### src/rtl/csm_pipe_mult_n.sv
// csm_pipe_mult_n
//   Pipelined carry-save array multiplier for signed or unsigned operands.
//   The mode is chosen per operation. Signed products use Baugh-Wooley
//   correction, so a single unsigned-style array serves both modes.
//
//   Pipeline: input register -> STAGES carry-save stages -> carry-propagate
//   register. Each carry-save stage folds ROWS_PER_STAGE partial-product
//   rows into the running sum/carry pair. Latency is L = STAGES + 2 enabled
//   cycles, and throughput is one operation per enabled cycle.
//
//   Handshake: in_valid qualifies a/b/sgn on an edge with en=1. There is no
//   backpressure. en=0 freezes every register, including y and out_valid.
//   out_valid qualifies y. y keeps the last valid product until a newer
//   valid result overwrites it.
//
// Ports
//   clk        rising-edge clock
//   rst        synchronous active-high reset; it has priority over en
//   en         pipeline advance enable
//   in_valid   operand qualifier
//   a, b       multiplicand / multiplier, WIDTH bits
//   sgn        1 = two's-complement signed, 0 = unsigned
//   y          product, 2*WIDTH bits
//   out_valid  result qualifier
module csm_pipe_mult_n #(
    parameter int WIDTH          = 8,
    parameter int ROWS_PER_STAGE = 2
) (
    input  logic                 clk,
    input  logic                 rst,
    input  logic                 en,
    input  logic                 in_valid,
    input  logic [WIDTH-1:0]     a,
    input  logic [WIDTH-1:0]     b,
    input  logic                 sgn,
    output logic [2*WIDTH-1:0]   y,
    output logic                 out_valid
);
    localparam int STAGES = (WIDTH + ROWS_PER_STAGE - 1) / ROWS_PER_STAGE;
    localparam int PW     = 2 * WIDTH;

    localparam logic [WIDTH-1:0] ONE_W = {{(WIDTH-1){1'b0}}, 1'b1};
    localparam logic [WIDTH-1:0] MSB_W = ONE_W << (WIDTH - 1);
    localparam logic [PW-1:0]    ONE_P = {{(PW-1){1'b0}}, 1'b1};
    // Baugh-Wooley constant: ones at bit WIDTH and bit 2*WIDTH-1.
    localparam logic [PW-1:0]    BW_CONST = (ONE_P << WIDTH) | (ONE_P << (PW - 1));

    // Index 0 is the input register. Index k+1 is the output of carry-save
    // stage k. Operands are needed only up to the last stage's input.
    logic [WIDTH-1:0] r_a     [0:STAGES-1];
    logic [WIDTH-1:0] r_b     [0:STAGES-1];
    logic             r_sgn   [0:STAGES-1];
    logic [PW-1:0]    r_sum   [0:STAGES];
    logic [PW-1:0]    r_carry [0:STAGES];
    logic             r_vld   [0:STAGES];
    logic [PW-1:0]    r_y;
    logic             r_out_valid;

    logic [PW-1:0]    w_sum_nxt   [0:STAGES-1];
    logic [PW-1:0]    w_carry_nxt [0:STAGES-1];

    // This function builds one partial-product row, already shifted into
    // place. In signed mode, the cross terms that involve exactly one operand
    // MSB are inverted: bit WIDTH-1 of rows 0..WIDTH-2, and bits
    // 0..WIDTH-2 of the last row.
    function automatic logic [PW-1:0] row_pp(
        input logic [WIDTH-1:0] fa,
        input logic [WIDTH-1:0] fb,
        input logic             fs,
        input int               row
    );
        logic             b_bit;
        logic [WIDTH-1:0] bits;
        logic [WIDTH-1:0] inv;
        b_bit = |(fb & (ONE_W << row));
        bits  = fa & {WIDTH{b_bit}};
        inv   = '0;
        if (fs) begin
            inv = (row == WIDTH - 1) ? ~MSB_W : MSB_W;
        end
        return {{WIDTH{1'b0}}, bits ^ inv} << row;
    endfunction

    // This block holds the carry-save stages as 3:2 compressor rows. No carry
    // is propagated here. Carries overflowing bit 2*WIDTH-1 are dropped,
    // because the result is defined modulo 2^(2*WIDTH).
    always_comb begin
        logic [PW-1:0] s;
        logic [PW-1:0] c;
        logic [PW-1:0] pp;
        logic [PW-1:0] s_n;
        s   = '0;
        c   = '0;
        pp  = '0;
        s_n = '0;
        for (int k = 0; k < STAGES; k++) begin
            s = r_sum[k];
            c = r_carry[k];
            for (int r = 0; r < ROWS_PER_STAGE; r++) begin
                if (k * ROWS_PER_STAGE + r < WIDTH) begin
                    pp  = row_pp(r_a[k], r_b[k], r_sgn[k], k * ROWS_PER_STAGE + r);
                    s_n = s ^ c ^ pp;
                    c   = ((s & c) | (s & pp) | (c & pp)) << 1;
                    s   = s_n;
                end
            end
            w_sum_nxt[k]   = s;
            w_carry_nxt[k] = c;
        end
    end

    always_ff @(posedge clk) begin
        if (rst) begin
            for (int k = 0; k < STAGES; k++) begin
                r_a[k]   <= '0;
                r_b[k]   <= '0;
                r_sgn[k] <= 1'b0;
            end
            for (int k = 0; k <= STAGES; k++) begin
                r_sum[k]   <= '0;
                r_carry[k] <= '0;
                r_vld[k]   <= 1'b0;
            end
            r_y         <= '0;
            r_out_valid <= 1'b0;
        end else if (en) begin
            r_a[0]     <= a;
            r_b[0]     <= b;
            r_sgn[0]   <= sgn;
            r_vld[0]   <= in_valid;
            // The correction constant seeds the sum vector, so every
            // carry-save stage sees only partial-product rows.
            r_sum[0]   <= sgn ? BW_CONST : '0;
            r_carry[0] <= '0;
            for (int k = 1; k < STAGES; k++) begin
                r_a[k]   <= r_a[k-1];
                r_b[k]   <= r_b[k-1];
                r_sgn[k] <= r_sgn[k-1];
            end
            for (int k = 0; k < STAGES; k++) begin
                r_sum[k+1]   <= w_sum_nxt[k];
                r_carry[k+1] <= w_carry_nxt[k];
                r_vld[k+1]   <= r_vld[k];
            end
            if (r_vld[STAGES]) begin
                r_y <= r_sum[STAGES] + r_carry[STAGES];
            end
            r_out_valid <= r_vld[STAGES];
        end
    end

    assign y         = r_y;
    assign out_valid = r_out_valid;

endmodule

### config.mk
export PLATFORM = sky130hd
export DESIGN_NAME = csm_pipe_mult_n
export DESIGN_NICKNAME = d
export VERILOG_FILES = /design/src/rtl/csm_pipe_mult_n.sv
export SDC_FILE = /design/constraint.sdc
export NUM_CORES = 1
export LEC_CHECK = 0
export CELL_PAD_IN_SITES_DETAIL_PLACEMENT = 2
export CELL_PAD_IN_SITES_GLOBAL_PLACEMENT = 2
export CORE_ASPECT_RATIO = 1.4
export CORE_MARGIN = 1.5
export CORE_UTILIZATION = 45
export CTS_CLUSTER_DIAMETER = 100
export DETAILED_ROUTE_END_ITERATION = 8
export GPL_ROUTABILITY_DRIVEN = 0
export PLACE_DENSITY_LB_ADDON = 0.1
export SLEW_MARGIN = 15
export SYNTH_ARGS = -nofsm -noshare
export SYNTH_HDL_FRONTEND = slang
export SYNTH_SLANG_ARGS = --single-unit
### constraint.sdc
create_clock -name clk -period 9.6 [get_ports clk]
set_input_delay 1.92 -clock clk [delete_from_list [all_inputs] [get_ports clk]]
set_output_delay 1.92 -clock clk [all_outputs]
set_load 0.02 [all_outputs]
; ---- Word-level counts from Yosys, hierarchy flattened
; Memory sizes are Yosys's and may differ from the RTL's.
; Cells that the tools add are included.
[op_classes]
n_reduce_logical = 1
addsub = 1
n_mux = 38
bitwise_logic = 99
[op_table]
columns = op, count
row1 = OR 15 bit, 16
row2 = AND 15 bit, 10
row3 = XOR 16 bit, 8
row4 = two-way mux 16 bit, 6
row5 = two-way mux 8 bit, 12
row6 = two-way mux 15 bit, 5
row7 = AND 8 bit, 8
row8 = XOR 8 bit, 7
row9 = AND 15 x 10 -> 15 bit, 2
row10 = AND 15 x 11 -> 15 bit, 2
row11 = AND 15 x 12 -> 15 bit, 2
row12 = AND 15 x 13 -> 15 bit, 2
row13 = AND 15 x 14 -> 15 bit, 2
row14 = AND 15 x 8 -> 15 bit, 2
row15 = AND 15 x 9 -> 15 bit, 2
row16 = OR 1 bit, 27
row17 = adder 16 bit, 1
row18 = XOR 16 x 10 -> 16 bit, 1
row19 = XOR 16 x 11 -> 16 bit, 1
row20 = XOR 16 x 12 -> 16 bit, 1
row21 = XOR 16 x 13 -> 16 bit, 1
row22 = XOR 16 x 14 -> 16 bit, 1
row23 = XOR 16 x 15 -> 16 bit, 1
row24 = XOR 16 x 8 -> 16 bit, 1
row25 = other kinds (5), 18
[word_totals]
mem_bits_rw = 228
ff_bits = 17
word_cells = 147
out_inout_bits = 17
n_memories = 6
inputBits = 21
[mem_list]
columns = name, words, word_bits, rd, rd_clocked_by_memory_dff, wr, line_no
row1 = r_sum, 5, 16, 5, 0, 5, 53  ; logic [PW-1:0] r_sum [0:STAGES];
row2 = r_carry, 5, 15, 5, 0, 5, 54  ; logic [PW-1:0] r_carry [0:STAGES];
row3 = r_a, 4, 8, 4, 0, 4, 50  ; logic [WIDTH-1:0] r_a [0:STAGES-1];
row4 = r_b, 4, 8, 4, 0, 4, 51  ; logic [WIDTH-1:0] r_b [0:STAGES-1];
row5 = r_vld, 5, 1, 5, 0, 5, 55  ; logic r_vld [0:STAGES];
row6 = r_sgn, 4, 1, 4, 0, 4, 52  ; logic r_sgn [0:STAGES-1];

; ---- Depth between registers and ports, before layout
; Gate-level depths: netlist (run 1).
; An unclocked memory read counts as a cell.
[depth]
depth_word = 10
depth_mapped = 6
depth_no_buf = 6

; ---- Least setup slack after synthesis (run 1)
; No wires, ideal clock.
[synth_timing]
kind = input to register
start = in rst
end = mem r_a[0][0], enable pin
path_stages = 2
arrival_time_ps = 3874
slack_ps = 5283
setup_ps = 442
path_cell_list = buf_2 or2_2
[synth_lines]
columns = item, line_no
row1 = from (decl), 30  ; input logic rst,
row2 = to (decl), 50

==> summary.txt, run 1 <==
status = completed
CP Class = input port to register
Post-Syn Area = 0.007714 mm^2
endpoint class of the critical path = register
Site Rows = 56
syn_nets = 637
ANT nets after route = 0
r2r setup slk = 7510 ps
Worst-Margin Slew = 978.0 ps
fin crit period = 4675 ps
main flop type after synthesis = edfxtp_1
power share of the combinational group = 8.2%
Post-Route WL = 13,980 um
maximum vdd drop = 0.0001153 V
Remaining DRCs = 0
CP required = 9650 ps
die width = 113.7 um
CTS Buf Count = 17
critical path depth = 3
total grt overflow = 0
Switching Share = 22.55%
Clock Skew = 7.287 ps
leakage = 3.577 nW
share of cells above drive strength 1 = 6.667%
first-pass GRT wire length = 23,490 um
Max Buffers Root-to-Sink = 2
via count = 4,055
antenna cells = 0
largest net degree at the start of global routing = 144
max_cap viols = 0
Die Ht = 157.9 um
number of port buffers = 37
crit path DAT = 4730 ps
Pwr Density = 186.3 mW/mm^2
CP max-delay cell = clkdlybuf4s50_1
Synth async-reset ratio = 0%
Synth cell types = 37
CTS Hold Buffers Added = 0
Vias/cell = 5.050
crit path cell chain = clkdlybuf4s50_1, or2_4, buf_4
fin crit share = 48.70%
Gate Count Post-Synth = 552
Pint = 1.282 mW
Setup Buffers After CTS = 0
I/O pins = 38
synthesis-stage register bit count = 160
die area = 0.01795 mm^2
core area = 0.01675 mm^2
hold crit path type = register to register
Fin Setup TNS = 0 ps
Clock Power Share = 41.2%
max_slew headroom = 34.80%
FMAX = 213.9 MHz
worst hold path depth = 2
Detailed Place HPWL = 9649 um
CP delay by family, top = buffers and inverters
Slew Viols, Final = 0
Initial Util = 46.06%
NumNets Final = 672
CTS clock-pin slew for the worst setup and hold paths = 60 ps
drt initial violations = 108
Layout area overhead = 15.17%
GRT Overall Usage = 17.57%
critical path startpoint category = input port
Worst Reg-to-Reg Cells = 4
Seq/Total Area, Yosys = 60.08%
initial antenna violation count = 0
fraction of power consumed by sequential logic = 50.6%
final hold slack = 457.0 ps
Switching Power = 0.3731 mW
peak fanout along the critical path = 73
routed length per instance = 17.41 um
CP max stage delay = 1000 ps
Clk Latency, worst-skew pair = 430 ps
Post-synth EDFFs = 143
final hold violation count = 0
Setup violations, final = 0
RSZ-0062 raised after global routing = no
yosys warns = 0
cts repair resizes = 0
vias in the first global route = 4,712
DRT Pass-1 Iters = 4
CTS tree = yes
Root Driver = clkbuf_16
H-tree lvl count = 4
syn avg cell area = 13.97 um^2
Num Clock Sinks = 160
buffer and inverter count on the worst path = 2
synthesized netlist by cell type, types with 2 or more instances:
library cell	instances	area [um^2]
ha_1	21	262.8
buf_4	3	22.52
clkbuf_1	9	33.78
nor3_1	4	20.02
dfxtp_1	17	340.3
clkbuf_2	7	35.03
nand2_1	36	135.1
and3_1	2	12.51
xor2_1	2	17.52
nand3_1	4	20.02
or2_2	2	12.51
inv_1	2	7.510
a21oi_1	15	75.07
and2_1	192	1201
nor2_1	2	7.510
edfxtp_1	143	4294
buf_2	5	25.02
o21ai_0	5	25.02
xnor2_1	15	131.4
nor4b_1	2	17.52
a21o_1	2	15.01
fa_1	43	860.8
or3_1	3	18.77
a211oi_1	3	22.52
worst min-delay path, delay by kind of cell, from the launching register on:
family / cells / cell delay (ps)
simple gates: 1 / 50
compound gates: 1 / 50
flops: 1 / 310
kinds of logic (layout without fill, tap and decap cells):
kind of cell	Yosys count	in the layout	share of synthesized area, %
XOR/XNOR	17	17	1.930
buffers and inverters	26	74	1.606
AND/OR/NAND/NOR	252	252	19.17
AO/OA/AOI/OAI	33	33	2.644
flip-flops	160	160	60.08
adder cells (fa/ha/maj)	64	64	14.57
cell usage in the layout (no fill, tap or decap), drive strengths merged, types with 3 or more instances in the layout:
| master | synthesis | routed |
|---|---|---|
| dfxtp | 17 | 17 |
| inv | 2 | 7 |
| clkdlybuf4s50 | 0 | 37 |
| and2 | 192 | 192 |
| nor2 | 3 | 3 |
| clkbuf | 16 | 22 |
| fa | 43 | 43 |
| nand2 | 36 | 36 |
| nor3 | 4 | 4 |
| xnor2 | 15 | 15 |
| buf | 8 | 3 |
| clkinv | 0 | 3 |
| a211oi | 3 | 3 |
| edfxtp | 143 | 143 |
| a21oi | 15 | 15 |
| o21ai | 5 | 5 |
| ha | 21 | 21 |
| or3 | 3 | 3 |
| nand3 | 4 | 4 |
metrics by stage:
step | cell area, um^2 | util (%) | total power [mW] | worst slack [ps] | instances
2_1_floorplan | 7714 | - | 0.9336 | 5283 | 552
3_3_place_gp | 8247 | 49.25 | 0.9705 | 4579 | 770
3_5_place_dp | 8247 | 49.25 | 0.9896 | 4437 | 770
4_1_cts | 8856 | 52.88 | 1.679 | 4899 | 802
5_1_grt | 8884 | 53.05 | 1.722 | 4722 | 803
6_report | 8884 | 53.05 | 1.655 | 4925 | 803
per-layer routing:
| metal | wire [um] | vias up | GRT usage [%] |
|---|---|---|---|
| met5 | 0 | - | 0 |
| met4 | 282 | 0 | 6.964 |
| met3 | 306 | 22 | 4.058 |
| met2 | 8470 | 57 | 35.54 |
| met1 | 4922 | 2028 | 16.68 |
| li1 | - | 1948 | - |
area by class of cell:
class	count	area [um^2]
inverter	2	7.507
multi-input combinational	366	2965
fill	1554	7863
clock inverter	10	92.59
sequential	160	4634
tap	203	254.0
clock buffer	22	516.7
timing repair buffer	40	412.9
registers in the layout, summed over array words and instances (netlist names):
register,cells
out_valid,1
r_a,32
r_b,20
r_carry,32
r_sgn,1
r_sum,53
r_vld,5
y,16
power by group through the flow:
stage / clock [mW] / sequential [mW] / combinational (mW)
after floorplan: 0 / 0.844 / 0.0896
after global placement: 0 / 0.849 / 0.122
after detailed placement: 0 / 0.854 / 0.136
after CTS: 0.700 / 0.840 / 0.139
after global routing: 0.722 / 0.844 / 0.156
final: 0.682 / 0.838 / 0.135
final timing paths:
check / endpoint / startpoint
worst max-delay path: r_carry[0][40] / rst
worst min-delay path: y[7] / y[7]
worst max register to register: r_sum[0][39] / r_b[1][2]
worst min register to register: y[7] / y[7]
(Power assumes the default switching activity.)
==> inputs of run 2 (changes only) <==
CORE_UTILIZATION = 43   (was 45)
clock period = 4.34 ns   (was 9.6 ns; I/O delays follow)
==> summary.txt, run 2 (synthesis results as in run 1) <==
status = completed
I/O pins = 38
Layout area overhead = 15.83%
Pwr Density = 399.0 mW/mm^2
commonest non-fill, non-tap cell in the layout = and2_1
Site Rows = 57
Slew Viols, Final = 0
ANT nets after route = 0
leakage = 3.586 nW
Remaining DRCs = 0
Setup Buffers After CTS = 0
number of port buffers = 37
Worst-Margin Slew = 715.4 ps
cts repair resizes = 0
DRT Pass-1 Iters = 4
max_cap viols = 0
CTS Buf Count = 17
max reg flops = 53
CTS Hold Buffers Added = 0
Vias/cell = 4.898
Clock Skew = 10.82 ps
RSZ-0062 raised after global routing = no
critical path startpoint category = input port
Clock Power Share = 39.4%
NumNets Final = 677
H-tree lvl count = 4
CTS clock-pin slew for the worst setup and hold paths = 60 ps
antenna cells = 0
CP required = 4440 ps
Switching Share = 22.44%
Worst Reg-to-Reg Cells = 4
core area = 0.01747 mm^2
Max Buffers Root-to-Sink = 2
Hold Path End = y[11]
CP Class = input port to register
initial antenna violation count = 0
total grt overflow = 0
r2r setup slk = 2220 ps
via count = 4,119
Switching Power = 0.7999 mW
Num Clock Sinks = 160
hold crit path type = register to register
fin crit share = 58.28%
Reg2Reg Launch Point = r_b[1][2]
crit path DAT = 2630 ps
fraction of power consumed by sequential logic = 51.9%
Die Ht = 161.5 um
Post-Route WL = 14,400 um
die area = 0.01876 mm^2
final hold violation count = 0
design area = 0.008935 mm^2
Detailed Place HPWL = 10,060 um
worst reg2reg path endpoint = r_sum[0][36]
FMAX = 395.3 MHz
max_slew headroom = 52.31%
Setup violations, final = 0
dpl cell area = 0.008371 mm^2
fin crit period = 2529 ps
endpoint class of the critical path = register
largest net degree at the start of global routing = 144
Root Driver = clkbuf_16
CTS tree = yes
Fin Setup TNS = 0 ps
final hold slack = 450.7 ps
highest-count cells in the layout ignoring fill and taps = and2_1 (192), edfxtp_1 (143), fa_1 (43)
Top Registers = r_sum (53), r_a (32), r_carry (32)
routed length per instance = 17.13 um
first-pass GRT wire length = 24,550 um
die width = 116.2 um
peak fanout along the critical path = 47
vias in the first global route = 4,790
worst hold path depth = 2
drt initial violations = 110
HP Start = y[11]
share of cells above drive strength 1 = 6.777%
Top reg by flops = r_sum
Initial Util = 44.15%
maximum vdd drop = 0.0002205 V
Place WS = 1372 ps
Clk Latency, worst-skew pair = 420 ps
fin worst setup slack = 1811 ps
power share of the combinational group = 8.7%
GRT Overall Usage = 17.57%
Pint = 2.765 mW
Finished Core Util = 51.14%
==> run 2: cell count changes in the layout (fill, tap and decap cells not counted), sizes merged <==
cell      change
buf           +5
clkbuf        +3
bufinv        -1
clkinvlp      -1
inv           -1
==> run 2: worst max path at each step <==
| stage | from | end | slack, ps |
|---|---|---|---|
| finish | rst | r_carry[0][69] | 1810 |
| global route | rst | r_carry[0][69] | 1720 |
| CTS | rst | r_carry[0][69] | 1810 |
| detailed placement | rst | r_sum[0][69] | 1370 |
| global placement | rst | r_sum[0][69] | 1420 |
| floorplan | rst | r_a[0][0] | 1080 |
==> run 2: per-layer routing <==
| layer | up-vias | wire length, um | global-route usage (%) | part of all wire (%) |
|---|---|---|---|---|
| met5 | - | 0 | 0 | 0 |
| met4 | 0 | 172 | 5.820 | 1.2 |
| met3 | 15 | 280 | 3.377 | 1.9 |
| met2 | 43 | 8950 | 34.84 | 62 |
| met1 | 2101 | 5001 | 17.76 | 35 |
| li1 | 1960 | - | - | - |
==> run 2: layout make-up <==
class / instances / area, um^2
Clock buffer: 25 / 518.0
Clock inverter: 7 / 46.29
Fill cell: 1647 / 8538
Inverter: 2 / 7.507
Multi-Input combinational cell: 366 / 2965
Sequential cell: 160 / 4634
Tap cell: 236 / 295.3
Timing Repair Buffer: 45 / 467.9
==> run 2: power by group through the flow <==
stage | sequential, mW | clock, mW | combinational [mW]
after global routing | 1.87 | 1.49 | 0.357
after floorplan | 1.87 | 0 | 0.198
final | 1.85 | 1.40 | 0.309
after global placement | 1.88 | 0 | 0.282
after detailed placement | 1.89 | 0 | 0.311
after CTS | 1.86 | 1.44 | 0.321
==> run 2: worst max-delay path, cell delays in order <==
cell and delay, ps:
clkdlybuf4s50_1 460, buf_4 250, or2_4 630, buf_4 380
==> run 2: through the flow <==
stage / instances / total power, mW
after global placement: 809 / 2.158
after floorplan: 552 / 2.065
final: 841 / 3.565
after global routing: 841 / 3.712
after detailed placement: 809 / 2.198
after CTS: 841 / 3.619
==> inputs of run 3 (changes only) <==
CORE_UTILIZATION = 39   (was 43)
clock period = 2.06 ns   (was 4.34 ns; I/O delays follow)
==> summary.txt, run 3 (synthesis results as in run 1) <==
core area = 0.01929 mm^2
routed length per instance = 16.38 um
Remaining DRCs = 0
status = complete, but fails checks
Site Rows = 60
leakage = 3.708 nW
CTS tree = yes
crit path DAT = 2250 ps
I/O pins = 38
FMAX = 483.5 MHz
Place WS = -38.58 ps
ANT nets after route = 0
Register Area = 0.004634 mm^2
max_cap viols = 0
Clock Power Share = 41.1%
Slew Viols, Final = 0
highest-count cells in the layout ignoring fill and taps = and2_1 (173), edfxtp_1 (143), fa_1 (40)
peak fanout along the critical path = 5
Worst-Margin Slew = 638.4 ps
Tot Pwr = 7.797 mW
fraction of power consumed by sequential logic = 49.9%
Top Registers = r_sum (53), r_a (32), r_carry (32)
worst setup path start = r_b[1][2]
Top reg by flops = r_sum
Reg2Reg Launch Point = r_b[1][2]
final hold violation count = 0
Switching Power = 1.838 mW
via count = 4,157
max reg flops = 53
Pwr Density = 848.0 mW/mm^2
critical path startpoint category = register
vias in the first global route = 4,781
Initial Util = 39.98%
dpl cell area = 0.008476 mm^2
GRT Overall Usage = 15.57%
Pint = 5.959 mW
endpoint class of the critical path = register
Vias/cell = 4.806
total grt overflow = 0
share of cells above drive strength 1 = 12.97%
Layout area overhead = 19.21%
fin worst setup slack = -8.433 ps
first-pass GRT wire length = 24,360 um
Root Driver = clkbuf_16
CTS Hold Buffers Added = 0
failing checks = negative setup slack
HP Start = y[6]
design area = 0.009195 mm^2
largest net degree at the start of global routing = 52
Die Ht = 169.4 um
area of the multi-input gates = 0.003024 mm^2
fin crit share = 100.4%
antenna cells = 0
initial antenna violation count = 0
max_slew headroom = 57.35%
number of port buffers = 37
CP Class = register to register
CTS clock-pin slew for the worst setup and hold paths = 70 ps
CP required = 2240 ps
Max Buffers Root-to-Sink = 2
RSZ-0062 raised after global routing = yes
die area = 0.02064 mm^2
Clk Latency, worst-skew pair = 430 ps
die width = 121.9 um
commonest non-fill, non-tap cell in the layout = and2_1
Filler cells = 1,820
hold crit path type = register to register
Clock Skew = 15.06 ps
power share of the combinational group = 8.9%
Switching Share = 23.58%
H-tree lvl count = 4
maximum vdd drop = 0.0004996 V
Num Clock Sinks = 160
Post-Route WL = 14,170 um
NumNets Final = 689
CTS Buf Count = 17
Setup violations, final = 2
fin crit period = 2068 ps
drt initial violations = 95
Detailed Place HPWL = 10,090 um
DRT Pass-1 Iters = 4
==> run 3: repair_timing <==
action	4_1_cts	5_1_grt
setup buffers	4	1
setup endpoints to repair	18	20
pin swaps	10	5
resized for setup	15	11
endpoints found under the hold margin	0	0
cloned	0	0
==> run 3: layout make-up <==
cell class | count | share of cell area (%)
well taps | 248 | 3.375
clock buffers | 19 | 5.171
flip-flops and latches | 160 | 50.40
repair buffers | 57 | 6.600
inverters | 2 | 0.08164
clock inverters | 13 | 1.483
multi-input cells | 366 | 32.89
==> run 3: worst max-delay path: stages, from the launching register on <==
cell	delay (ps)
edfxtp_1	450
buf_6	170
and2_4	130
fa_1	510
fa_1	420
and2_1	150
==> run 3: path summary, 6_finish.rpt <==
check / endpoint / slack, ps / cells after the start
hold / removal: y[6] / 460 / 2
setup / recovery: r_sum[0][35] / -8 / 5
setup reg to reg: r_sum[0][35] / -8 / 5
hold reg to reg: y[6] / 460 / 2
==> run 3: power by group through the flow <==
stage                     sequential [mW]  clock, mW  combinational, mW
final                                3.89       3.21              0.697
after global placement               3.95          0              0.626
after global routing                 3.92       3.41              0.807
after detailed placement             3.97          0              0.674
after CTS                            3.90       3.31              0.713
after floorplan                      3.93          0              0.419
==> run 3: metrics by stage <==
stage	instances	hold WS, ps	utilization [%]	TNS (ps)
finish	865	457.2	47.66	-11.87
global route	865	480.3	47.66	-697.1
CTS	864	460.1	47.47	-288.9
detailed placement	828	450.6	43.93	-613.2
global placement	828	445.5	43.93	-8.132
floorplan	552	471.3	-	0
==> run 3: per-layer routing <==
| layer | GRT usage, % | routed length (um) | vias to the layer above |
|---|---|---|---|
| met5 | 0 | 0 | - |
| met4 | 5.729 | 214 | 0 |
| met3 | 2.923 | 271 | 12 |
| met2 | 30.75 | 8599 | 45 |
| met1 | 15.79 | 5086 | 2112 |
| li1 | - | - | 1988 |
==> variant (flow settings as in run 2) <==
`ROWS_PER_STAGE`: 2 -> 1.
--- a/src/rtl/csm_pipe_mult_n.sv
+++ b/src/rtl/csm_pipe_mult_n.sv
@@ -25,5 +25,5 @@
 module csm_pipe_mult_n #(
     parameter int WIDTH          = 8,
-    parameter int ROWS_PER_STAGE = 2
+    parameter int ROWS_PER_STAGE = 1
 ) (
     input  logic                 clk,
Formal check against the unedited RTL: not equivalent (a bounded check fails within 10 cycles, from zero or initial values and one cycle with rst high).
==> variant against run 2 <==
Design area rose by 57%. Routed wire length rose by 65%. Synthesized cell count rose by 63%. Sequential cell count rose by 126. Non-clock buffer count rose by 2. Synthesized area rose by 60%. Worst setup slack improved by 5.2 ps. Total power rose by 70%. Critical path type unchanged.
==> variant: results (changes against run 2) <==
- Status: finished clean
- Clk_lat worst skew: 560 ps (+140 ps)
- Clock transition at path regs: 60 ps (about the same)
- I/O Buffers: 37 (unchanged)
- FFs w/ async S/R, synth: 0% (unchanged)
- Mapped Cells: 898 (+63%)
- First-pass GRT wire length: 38800 µm (+58%)
- Worst-margin pin slew: 696 ps (-19.0 ps)
- Post-Route WL: 23800 µm (+65%)
- Largest cells by area after synthesis: edfxtp_1, and2_1, fa_1, dfxtp_1, nor2_1
- Yosys cell types: 42 (+14%)
- LEAKAGE: 0.00525 µW (+46%)
- WL/cell: 17.9 µm (+4.2%)
- Largest buffer count on any clock path: 3 (+1)
- H-Tree Depth: 1 (-3)
- Post_cts resized: 0 (unchanged)
- Commonest cells in the netlist: edfxtp_1, and2_1, nor2_1
- CTS root buf: clkbuf_16
- DPL Wire Length: 16000 µm (+59%)
- CP max FO: 55 (+17%)
- Placed Cells: 1277 (+58%)
- Biggest regs: r_sum: 99 flops, r_a: 64 flops, r_carry: 56 flops
- Post-CTS Repair Setup Buffers: 0 (unchanged)
- All-layer global routing usage: 16.7% (-0.83 points)
- Post-synthesis sequential area ratio: 68.1% (+8.1 points)
- Worst path slowest cell: clkdlybuf4s50_1
- YS warnings: 0 (unchanged)
- Vias in the first global route: 7498 (+57%)
- EDFF count, synth: 269 (+88%)
- Cts bufs inserted: 29 (+12)
- Final net count: 1017 (+50%)
- Class of the tightest hold or removal check: reg -> reg
- Vias: 6446 (+56%)
- Top Family by Delay on Critical Path: buffers and inverters
- DRT iter0 DRCs: 266 (+140%)
- Share of cells above drive strength 1: 5.44% (-1.3 points)
- DRC violations left: 0 (unchanged)
- Fin Clk Skew: 17.5 ps (+6.71 ps)
- Pre-antenna DRT Iters: 4 (unchanged)
- # diodes: 0 (unchanged)
- VDD IR-drop max: 324 µV (+47%)
- Syn_nets: 982 (+54%)
- CP arrival: 2790 ps (+160 ps)
- Crit path largest cell delay: 550 ps (-80 ps)
- Initial antenna violation count: 0 (unchanged)
- Largest net degree at the start of global routing: 79 (-45%)
==> variant: changes by cell type after synthesis, moves of 7 or more <==
| cell | delta |
|---|---|
| inv_1 | +84 |
| and2_1 | -29 |
| nor2_1 | +86 |
| xor2_1 | +8 |
| and3_1 | +7 |
| nor2b_1 | +21 |
| edfxtp_1 | +126 |
| xnor2_1 | -9 |
| clkbuf_1 | +10 |
| buf_4 | +7 |
| nand2_1 | +34 |
==> variant: worst min-delay path: cells and delay by family, from the launching register on <==
kind / cells / cell delay (ps)
compound gates: 1 / 50
simple gates: 1 / 50
flops: 1 / 310
==> variant: metal layers <==
metal / up-vias / GRT usage (%) / wire length, µm / part of all wire [%]
met5: - / 0 / 0 / 0
met2: 84 / 34.3 / 14200 / 60
met3: 43 / 2.10 / 636 / 2.7
li1: 3026 / - / - / -
met4: 0 / 6.28 / 731 / 3.1
met1: 3293 / 16.9 / 8170 / 34
==> variant: layout make-up <==
type	count	area, µm²
repair buffers	47	495
well taps	375	469
clock inverters	17	131
clock buffers	37	756
fillers	2718	14300
flip-flops and latches	286	8420
inverters	86	323
multi-input cells	483	3400
==> variant: stage by stage <==
| stage | setup WS (ps) | area (µm²) | util [%] |
|---|---|---|---|
| after floorplan | 605 | 12400 | - |
| after global placement | 1330 | 13100 | 46.3 |
| after detailed placement | 1220 | 13100 | 46.3 |
| after CTS | 1790 | 14000 | 49.4 |
| after global routing | 1670 | 14000 | 49.4 |
| final | 1820 | 14000 | 49.4 |
==> variant: power breakdown <==
group | internal (µW) | leakage [µW] | switching (µW) | total [µW]
Combinational | 148 | 0.00170 | 244 | 393
Sequential | 3210 | 0.00311 | 79.3 | 3290
Clock | 1340 | 0.000433 | 1020 | 2360
Total | 4700 | 0.00525 | 1340 | 6040
==> variant: path summary, 6_finish.rpt <==
check,startpoint,end,slack (ps),cells past startpoint
setup / recovery,rst,r_carry[0][101]$_SDFFCE_PN0P_,1820,5
hold / removal,y[5]$_SDFFE_PP0P_,y[5]$_SDFFE_PP0P_,450,2
setup reg to reg,r_sum[0][136]$_SDFFCE_PN0P_,y[14]$_SDFFE_PP0P_,2100,6
hold reg to reg,y[5]$_SDFFE_PP0P_,y[5]$_SDFFE_PP0P_,450,2
==> variant: kinds of logic after synthesis <==
group                      after synthesis  share of synthesized area [%]
AOI/OAI and AO/OA                       31                           1.57
xor gates and xnor gates                16                           1.13
adders and majority gates               63                           8.99
buffers and inverters                  129                           4.47
DFF                                    286                           68.1
and+or+nand+nor                        373                           15.7
